**src/rtl/seg7_scan.sv**
```systemverilog
// Scans a 16-bit value as four hex digits on an active-low 7-segment bus, blanking anodes at each slot start.
// New values are double-buffered and shown only from a frame boundary onward, so a frame never tears.
module seg7_scan #(
  parameter int REFRESH_W = 18,
  parameter int BLANK_CYC = 64
) (
  input  logic        clk,
  input  logic        rst_n,
  input  logic [15:0] value,
  input  logic        load,
  input  logic [3:0]  dp_in,
  input  logic [3:0]  digit_en,
  output logic [3:0]  an,
  output logic [6:0]  seg,
  output logic        dp,
  output logic        frame_tick,
  output logic        upd_pending
);

  localparam logic [REFRESH_W-1:0] CNT_MAX = '1;
  localparam logic [REFRESH_W-1:0] BLANK_C = REFRESH_W'(BLANK_CYC);

  logic [REFRESH_W-1:0] cnt_q;
  logic [1:0]           idx_q;
  logic [15:0]          disp_val_q, pend_val_q;
  logic [3:0]           disp_dp_q, pend_dp_q;
  logic [3:0]           disp_en_q, pend_en_q;
  logic                 upd_pending_q;
  logic [3:0]           an_q;
  logic [6:0]           seg_q;
  logic                 dp_q;
  logic                 frame_tick_q;

  logic       slot_end, frame_end;
  logic [3:0] nibble;
  logic       dark;
  logic [3:0] an_d;
  logic [6:0] seg_d;
  logic       dp_d;

  function automatic logic [6:0] hex7(input logic [3:0] n);
    logic [6:0] s;
    case (n)
      4'h0: s = 7'h40;
      4'h1: s = 7'h79;
      4'h2: s = 7'h24;
      4'h3: s = 7'h30;
      4'h4: s = 7'h19;
      4'h5: s = 7'h12;
      4'h6: s = 7'h02;
      4'h7: s = 7'h78;
      4'h8: s = 7'h00;
      4'h9: s = 7'h10;
      4'hA: s = 7'h08;
      4'hB: s = 7'h03;
      4'hC: s = 7'h46;
      4'hD: s = 7'h21;
      4'hE: s = 7'h06;
      4'hF: s = 7'h0E;
      default: s = 7'h7F;
    endcase
    return s;
  endfunction

  assign slot_end  = (cnt_q == CNT_MAX);
  assign frame_end = slot_end && (idx_q == 2'd3);

  // Outputs are computed from the pre-edge scan position, so every change lands on a slot start or in blanking.
  always_comb begin
    nibble = 4'(disp_val_q >> {idx_q, 2'b00});
    dark   = (cnt_q < BLANK_C) || !disp_en_q[idx_q];
    an_d   = 4'b1111;
    seg_d  = 7'h7F;
    dp_d   = 1'b1;
    if (!dark) begin
      an_d  = ~(4'b0001 << idx_q);
      seg_d = hex7(nibble);
      dp_d  = ~disp_dp_q[idx_q];
    end
  end

  always_ff @(posedge clk or negedge rst_n) begin
    if (!rst_n) begin
      cnt_q         <= '0;
      idx_q         <= 2'd0;
      disp_val_q    <= 16'h0000;
      disp_dp_q     <= 4'h0;
      disp_en_q     <= 4'h0;
      pend_val_q    <= 16'h0000;
      pend_dp_q     <= 4'h0;
      pend_en_q     <= 4'h0;
      upd_pending_q <= 1'b0;
      an_q          <= 4'b1111;
      seg_q         <= 7'h7F;
      dp_q          <= 1'b1;
      frame_tick_q  <= 1'b0;
    end else begin
      cnt_q        <= cnt_q + 1'b1;
      if (slot_end) idx_q <= idx_q + 2'd1;
      an_q         <= an_d;
      seg_q        <= seg_d;
      dp_q         <= dp_d;
      frame_tick_q <= frame_end;

      if (load) begin
        pend_val_q <= value;
        pend_dp_q  <= dp_in;
        pend_en_q  <= digit_en;
      end

      // A load coinciding with the boundary bypasses the buffer and cancels any older pending value.
      if (frame_end && load) begin
        disp_val_q    <= value;
        disp_dp_q     <= dp_in;
        disp_en_q     <= digit_en;
        upd_pending_q <= 1'b0;
      end else if (frame_end) begin
        if (upd_pending_q) begin
          disp_val_q <= pend_val_q;
          disp_dp_q  <= pend_dp_q;
          disp_en_q  <= pend_en_q;
        end
        upd_pending_q <= 1'b0;
      end else if (load) begin
        upd_pending_q <= 1'b1;
      end
    end
  end

  assign an          = an_q;
  assign seg         = seg_q;
  assign dp          = dp_q;
  assign frame_tick  = frame_tick_q;
  assign upd_pending = upd_pending_q;

endmodule

```
**config.mk**
```make
export PLATFORM = sky130hd
export DESIGN_NAME = seg7_scan
export DESIGN_NICKNAME = d
export VERILOG_FILES = /design/src/rtl/seg7_scan.sv
export SDC_FILE = /design/constraint.sdc
export NUM_CORES = 1
export LEC_CHECK = 0
export CORE_MARGIN = 1
export CORE_UTILIZATION = 45
export CTS_CLUSTER_DIAMETER = 80
export DETAILED_ROUTE_END_ITERATION = 16
export PLACE_DENSITY_LB_ADDON = 0.08
export SLEW_MARGIN = 15
export SYNTH_ARGS = -nofsm -noshare
export SYNTH_HDL_FRONTEND = slang
export SYNTH_SLANG_ARGS = --single-unit
```
**constraint.sdc**
```tcl
create_clock -name clk -period 4.1 [get_ports clk]
set_input_delay 0.82 -clock clk [delete_from_list [all_inputs] [get_ports clk]]
set_output_delay 0.82 -clock clk [all_outputs]
set_load 0.05 [all_outputs]
```
== After elaboration in Yosys (flattened, before gate mapping) ==
Memories as Yosys holds them, arrays and structs flattened.
Cells that the tools add are included.

* Reductions and logical operators: 8
* Order comparisons: 2
* Add/sub/neg operators: 2
* Div/mod/pow operators: 0
* Multiply operators: 0
* Shift operators: 2
* Mux-type cells: 19
* Bitwise operators: 2
* Equality and inequality tests: 2

{| class="wikitable"
|+ Operators with widths
! kind !! number
|-
| 16-bit two-way mux || 3
|-
| 4-bit two-way mux || 7
|-
| 18-bit by 1-bit adder with 18-bit output, second input constant || 1
|-
| 18-bit == test, second input constant || 1
|-
| 18-bit by 7-bit < comparator with 1-bit output, second input constant || 1
|-
| 16-bit by 4-bit >> shifter with 4-bit output || 1
|-
| 7-bit two-way mux || 1
|-
| 1-bit two-way mux || 6
|-
| 1-bit binary-select mux with 2-bit select || 2
|-
| 4-bit NOT || 1
|-
| 2-bit nonzero test || 2
|-
| 1-bit by 2-bit << shifter with 4-bit output, first input constant || 1
|-
| 2-bit by 3-bit < comparator with 1-bit output, second input constant || 1
|-
| 3-bit nonzero test || 1
|-
| 2-bit by 1-bit adder with 2-bit output, second input constant || 1
|-
| 2-bit == test, second input constant || 1
|-
| 1-bit logical AND || 2
|-
| 2-bit AND reduction || 1
|-
| 1-bit zero test || 1
|-
| 1-bit logical OR || 1
|-
| 1-bit NOT || 1
|}

* Output and inout bits: 14
* Bits in read-only memories: 112
* Logic and storage cells: 51
* Memories: 1
* Bits in latches: 0
* Memory bits (writable): 0
* Register bits: 82
* Input bits: 27

{| class="wikitable"
|+ Memories
! memory !! depth !! width !! read ports !! clocked after memory_dff !! wr ports !! line !! source
|-
| (no name shown) || 16 || 7 || 1 || 0 || 0 || 43 || <nowiki>case (n)</nowiki>
|}

== Depth between registers and ports, before layout ==
Gate-level depths: netlist of run 1.

* Depth after elaboration: 5
* Gate-level depth with buffers: 8
* Depth with buffers taken out: 7

== Worst setup path before layout of run 1 ==
Ideal clock, no wire load.

* Path kind: input-to-reg
* Start: input port load
* End: register disp_dp_q[3]
* Cell stages on the path: 4
* Library setup time: 0.125 ns
* Buffers on the path: 2
* Path slack: 1.940 ns
* Arrival: 2.035 ns
* Required time: 3.975 ns
* Cell sequence: clkbuf_1 -> buf_1 -> mux2_2 -> mux2_4

* Word-level cells in the longest chain between the ends: 3
* Elaborated cells on any way between the ends: 5
* Classes of those cells: 1 x mux; 4 x reduce/logical

{| class="wikitable"
|+ RTL lines
! item !! line !! source
|-
| from (decl) || 10 || <nowiki>input logic load,</nowiki>
|-
| 1-bit logical AND * || 112 || <nowiki>if (frame_end && load) begin</nowiki>
|-
| 2-bit nonzero test (no line) || -- ||
|-
| 2-bit AND reduction (no line) || -- ||
|-
| to (signal assigned) || 114 || <nowiki>disp_dp_q <= dp_in;</nowiki>
|-
| to (signal assigned) || 120 || <nowiki>disp_dp_q <= pend_dp_q;</nowiki>
|-
| to (decl) || 26 || <nowiki>logic [3:0] disp_dp_q, pend_dp_q;</nowiki>
|}

Mark *: on every way between the ends. The rest lies on a longest branch, timed or not.
A chain may end at the register's enable or synchronous reset.

== Worst setup path in the final report of run 1 ==
* Start: input port load
* End: register disp_val_q[12]

* Word-level cells in the longest chain between the ends: 3
* Elaborated cells on any way between the ends: 5
* Classes of those cells: 1 x mux; 4 x reduce/logical

{| class="wikitable"
|+ RTL lines
! item !! line !! source
|-
| 1-bit logical AND * || 112 ||
|-
| 2-bit nonzero test (no line) || -- ||
|-
| 2-bit AND reduction (no line) || -- ||
|-
| to (signal assigned) || 113 || <nowiki>disp_val_q <= value;</nowiki>
|-
| to (signal assigned) || 119 || <nowiki>disp_val_q <= pend_val_q;</nowiki>
|-
| to (decl) || 25 || <nowiki>logic [15:0] disp_val_q, pend_val_q;</nowiki>
|}

Marks and branches as above.

==> results.cfg, run 1 <==
[run_status]
status = complete, no violations

[floorplanning]
dieHeight_um = 92.2
pin_count = 41
die_area_mm2 = 0.00850
start_util_pct = 46.9
design.core.area_mm2 = 0.00781
die_x_um = 92.2
rows = 32

[drt]
ant_nets = 0
post-route-drc-count = 0
via_per_inst = 4.98
wl_per_cell_um = 14.6
dr_total_vias = 1987
drtPass1Iterations = 3
wirelength_um = 5830
drt_iter0_markers = 48

[worst_setup_path]
rrSetupSlack_ns = 1.80
cp_slowest_cell = nand4b_4
slowest_delay_ns = 0.58
crit_buf_inv = 2
path_cells = clkdlybuf4s50_1, buf_4, nor2_1, nand4b_4, mux2_4
required_ns = 4.33
crit_arrival_ns = 2.78
startpoint_type = primary input
critPathTopFamily = buffers and inverters
worstSetupPathType = in -> reg
path_max_fanout = 25
worstSetupEndpointType = register

[sta]
setup_viol = 0
drv_slew = 0
worst_pin_slew_ns = 1.00
period_needed_ns = 2.55
hold_viol = 0
rsz0062_at_grt = false
fin_skew_ns = 0.00775
fin_crit_sh_pct = 62.1
tns_ns = 0
timing.fmax_mhz = 393
relSlewSlack_pct = 33.0

[power_and_ir_drop]
total_power_w = 0.00157
powerDensity_mw_per_mm2 = 359
vdd_drop_max_uv = 189
leakagePower_nw = 2.01

[final_layout]
n_fill_cell = 661
layout-drive-gt1-share_pct = 31.3
seqCellArea_mm2 = 0.00207
multi_input_area_mm2 = 0.00151
fin_cells = 399
syn_to_final_growth_pct = 19.2
n_antenna_cell = 0
fin_util_pct = 55.9
fin_nets = 330

[synthesis]
synth_common_cells = dfrtp_1 (70), mux2_2 (33), mux2_4 (20), nand2_1 (17), xnor2_1 (13)
syn-cell-area_mm2 = 0.00366
synth.top_cell.area_share_pct = 47.8
ys_seq_area_share_pct = 56.5
syn_inst = 250
synth.avg_cell_area_um2 = 14.6
synth_edf_count = 0
synth_warnings = 0
synth-seq-cells = 82
syn_nets = 288
synth_ff_type = dfrtp_1
async_flop_share_pct = 100
synth.distinct_cells = 31
synth.area.top_cells = dfrtp_1 (48%), mux2_2 (10%), dfstp_2 (8.6%)
synth.largest_area_cell = dfrtp_1
synth.most_common_cell = dfrtp_1

[clock_network]
clock_sinks = 82
clk_pin_slew_ns = 0.08
cts_buffer_depth = 2
cts_tree = built
ctsRootBufferMaster = clkbuf_8
cts.repair.resized = 0
cts_hold_buf = 0
htree_levels = 3
post_cts_buffers = 0
worstSkewPairLatency_ns = 0.35
numCtsBuffers = 9

[place]
place_congestion = 0.740
port-buffer-count = 40
hpwl_um = 3900
placedCellCount = 383

[global_routing]
grtUsageTotal_pct = 15.9
antenna_found_initial = 0
grt_pass1_wl_um = 10300
grt_max_degree = 83
grt-ovfl-total = 0
grt_pass1_vias = 2039

[min_path]
hold_path_class = reg -> reg

[flow_run]
maxCapViolCount = 0
[sequential cells by signal, summed over array words and instances (netlist names)]
signal,cells
idx_q,2
pend_dp_q,4
dp,1
frame_tick,1
an,4
cnt_q,18
seg,7
pend_en_q,4
pend_val_q,16
disp_val_q,16
disp_dp_q,4
disp_en_q,4
upd_pending,1
[per-layer routing]
layer / share of wire [%] / track usage [%] / up-vias
met3: 2.8 / 3.15 / 9
li1: - / - / 961
met5: 0 / 0 / -
met1: 52 / 23.2 / 981
met4: 2.1 / 8.59 / 0
met2: 43 / 22.1 / 36
[cell usage in the layout (no fill, tap or decap), types with 10 or more instances in the layout]
cell type        count
dfrtp_1             70
clkdlybuf4s50_1     39
mux2_2              33
mux2_4              20
nand2_1             17
xnor2_1             13
dfstp_2             12
ha_1                11
clkbuf_8            10
[through the flow]
stage / area, um2 / worst slack, ns / hold slack (ns)
after CTS: 4360 / 1.55 / 0.495
after global routing: 4360 / 1.44 / 0.518
final: 4360 / 1.55 / 0.494
after global placement: 4140 / 1.21 / 0.471
after detailed placement: 4140 / 1.17 / 0.480
after floorplan: 3660 / 1.94 / 0.443
[worst register-to-register path, delay by kind of cell, from the launching register on]
kind	cells	cell delay, ns
fa+ha+maj	1	0.20
flops	1	0.40
mux	1	0.49
simple gates	3	1.10
[report_power, final]
part	switching (W)	internal, W
Combinational	0.0000349	0.0000439
Sequential	0.00000505	0.000832
Clock	0.000288	0.000363
Total	0.000328	0.00124
[final timing paths]
kind                               startpoint                          to  depth (start not counted)
max in group asynchronous               rst_n   pend_val_q[1]$_DFFE_PN0P_                          1
setup reg to reg           cnt_q[0]$_DFF_PN0_  disp_val_q[12]$_DFFE_PN0P_                          5
hold reg to reg            cnt_q[0]$_DFF_PN0_          cnt_q[0]$_DFF_PN0_                          1
min in group asynchronous               rst_n          cnt_q[9]$_DFF_PN0_                          1
setup / recovery                         load  disp_val_q[12]$_DFFE_PN0P_                          5
hold / removal             cnt_q[0]$_DFF_PN0_          cnt_q[0]$_DFF_PN0_                          1
[layout make-up]
| type | count | area share [%] |
|---|---|---|
| flip-flops and latches | 82 | 47.4 |
| repair buffers | 41 | 9.29 |
| multi-input cells | 151 | 34.6 |
| clock inverters | 5 | 1.95 |
| clock buffers | 11 | 3.24 |
| inverters | 7 | 0.602 |
| well taps | 102 | 2.93 |
[kinds of logic (layout without fill, tap and decap cells)]
family / Yosys count / in the layout / synth area share (%)
DFF: 82 / 82 / 56.5
muxes: 62 / 62 / 23.2
and+or+nand+nor: 51 / 51 / 7.93
xor gates and xnor gates: 21 / 21 / 5.02
buffers and inverters: 17 / 64 / 2.29
adders and majority gates: 11 / 11 / 3.76
AOI/OAI and AO/OA: 6 / 6 / 1.33
No activity file was read; power rests on OpenSTA's default activity.
==> run 2: changes to the inputs <==
==> constraint.sdc (replaced) <==
create_clock -name clk -period 2.2 [get_ports clk]
set_input_delay 0.44 -clock clk [delete_from_list [all_inputs] [get_ports clk]]
set_output_delay 0.44 -clock clk [all_outputs]
set_load 0.05 [all_outputs]
==> run 2 against run 1 <==
Combinational power is 95% higher. Cell count rose by 1.5%. Via count increased by 2.7%. Non-clock buffer count up 6. Sequential power is 86% higher. Die area unchanged. Routed wire length increased by 3.8%. Flip-flop and latch count unchanged. Critical path depth fell by 4. Clock-buffer cell count stayed put. Final area up 1.6%. Global-route usage increased by 0.79 points.
==> results.cfg, run 2 (synthesized netlist as in run 1, its figures left out) <==
[run_status]
status = complete, no violations

[floorplanning]
rows = 32
start_util_pct = 46.9
die_x_um = 92.2
die_area_mm2 = 0.00850
design.core.area_mm2 = 0.00781
pin_count = 41
dieHeight_um = 92.2

[global_routing]
antenna_found_initial = 0
grt-ovfl-total = 0
grt_max_degree = 52
grt_pass1_vias = 2091
grtUsageTotal_pct = 16.7
grt_pass1_wl_um = 10700

[final_layout]
syn_to_final_growth_pct = 21.1
mostFrequentLayoutCell = dfrtp_1
regMostFlops = cnt_q
final_cell_mix = dfrtp_1 (70), clkdlybuf4s50_1 (39), mux2_2 (33)
n_antenna_cell = 0
layout-drive-gt1-share_pct = 32.7
multi_input_area_mm2 = 0.00151
seqCellArea_mm2 = 0.00207
n_fill_cell = 638
fin_area_mm2 = 0.00443
largest_register_ffs = 18
reg_top3 = cnt_q (18), disp_val_q (16), pend_val_q (16)
fin_nets = 336

[place]
place_area_mm2 = 0.00421
place_congestion = 0.736
hpwl_um = 4240
port-buffer-count = 40

[sta]
setup_viol = 0
fin_skew_ns = 0.0110
rsz0062_at_grt = false
tns_ns = 0
fin_crit_sh_pct = 95.3
timing.fmax_mhz = 477
drv_slew = 0
worst_pin_slew_ns = 0.495
period_needed_ns = 2.10
hold_viol = 0
relSlewSlack_pct = 66.9

[worst_setup_path]
required_ns = 1.76
worstSetupPathType = reg -> out
rrSetupSlack_ns = 0.25
r2r-start = idx_q[0]$_DFFE_PN0N_
slowest_delay_ns = 0.79
cp_slowest_cell = clkdlybuf4s50_1
critPathTopFamily = buffers and inverters
crit_buf_inv = 1
worstReg2RegEnd = seg[3]$_DFF_PN1_
worstSetupEndpointType = output port
rr_worst_depth = 5
startpoint_type = register
crit_arrival_ns = 1.66
path_cells = clkdlybuf4s50_1
path_max_fanout = 1

[drt]
drt_iter0_markers = 104
ant_nets = 0
drtPass1Iterations = 4
via_per_inst = 5.04
wirelength_um = 6050
dr_total_vias = 2041
post-route-drc-count = 0
wl_per_cell_um = 14.9

[clock_network]
clock_sinks = 82
ctsRootBufferMaster = clkbuf_8
cts_hold_buf = 0
numCtsBuffers = 9
cts.repair.resized = 0
clk_pin_slew_ns = 0.09
post_cts_buffers = 0
worstSkewPairLatency_ns = 0.35
cts_tree = built
htree_levels = 3
cts_buffer_depth = 2

[min_path]
hold_path_class = in -> async

[power_and_ir_drop]
powerDensity_mw_per_mm2 = 660
vdd_drop_max_uv = 376
leakagePower_nw = 2.05

[flow_run]
maxCapViolCount = 0
==> run 2: cell types whose count changed in the layout (fill, tap and decap cells not counted), sizes merged <==
cell	delta
buf	+6
inv	+1
clkinv	-1
==> run 2: worst max-delay path by stage <==
stage | endpoint | startpoint | depth (start not counted)
finish | an[3] | an[3]$_DFF_PN1_ | 1
global route | an[3] | an[3]$_DFF_PN1_ | 1
CTS | an[3] | an[3]$_DFF_PN1_ | 1
detailed placement | disp_val_q[10]$_DFFE_PN0P_ | load | 4
global placement | disp_val_q[10]$_DFFE_PN0P_ | load | 4
floorplan | seg[3]$_DFF_PN1_ | idx_q[0]$_DFFE_PN0N_ | 6
==> run 2: area by class of cell <==
| cell class | count | share of cell area (%) |
|---|---|---|
| Inverter | 7 | 0.593 |
| Timing Repair Buffer | 47 | 10.7 |
| Sequential cell | 82 | 46.6 |
| Clock buffer | 11 | 3.19 |
| Tap cell | 102 | 2.88 |
| Clock inverter | 5 | 1.92 |
| Multi-Input combinational cell | 151 | 34.1 |
==> run 2: metal layers <==
layer | up-vias | global-route usage [%] | share of wire [%] | routed length [um]
met5 | - | 0 | 0 | 0
met4 | 0 | 5.08 | 1.1 | 65
met3 | 6 | 5.64 | 5.1 | 306
met2 | 48 | 23.6 | 44 | 2640
met1 | 1013 | 24.2 | 50 | 3040
li1 | 974 | - | - | -
==> run 2: worst register-to-register path, cell delays in order, from the launching register on <==
cell and delay, ns:
dfrtp_1 0.43, buf_4 0.22, mux4_2 0.67, mux2_2 0.33, mux2i_1 0.15, nand2_1 0.07
==> run 2: power by group <==
| part | internal [W] | switching [W] |
|---|---|---|
| logic | 0.0000869 | 0.0000668 |
| clock network | 0.000679 | 0.000535 |
| registers | 0.00155 | 0.00000952 |
==> run 2: through the flow <==
step | utilization (%) | total power (W) | instances | worst slack, ns | hold slack, ns
2_1_floorplan | - | 0.00165 | 250 | 0.279 | 0.144
3_3_place_gp | 53.9 | 0.00175 | 389 | 0.233 | 0.416
3_5_place_dp | 53.9 | 0.00175 | 389 | 0.196 | 0.417
4_1_cts | 56.8 | 0.00298 | 405 | 0.0748 | 0.0278
5_1_grt | 56.8 | 0.00306 | 405 | 0.0460 | 0.0452
6_report | 56.8 | 0.00293 | 405 | 0.102 | 0.0327
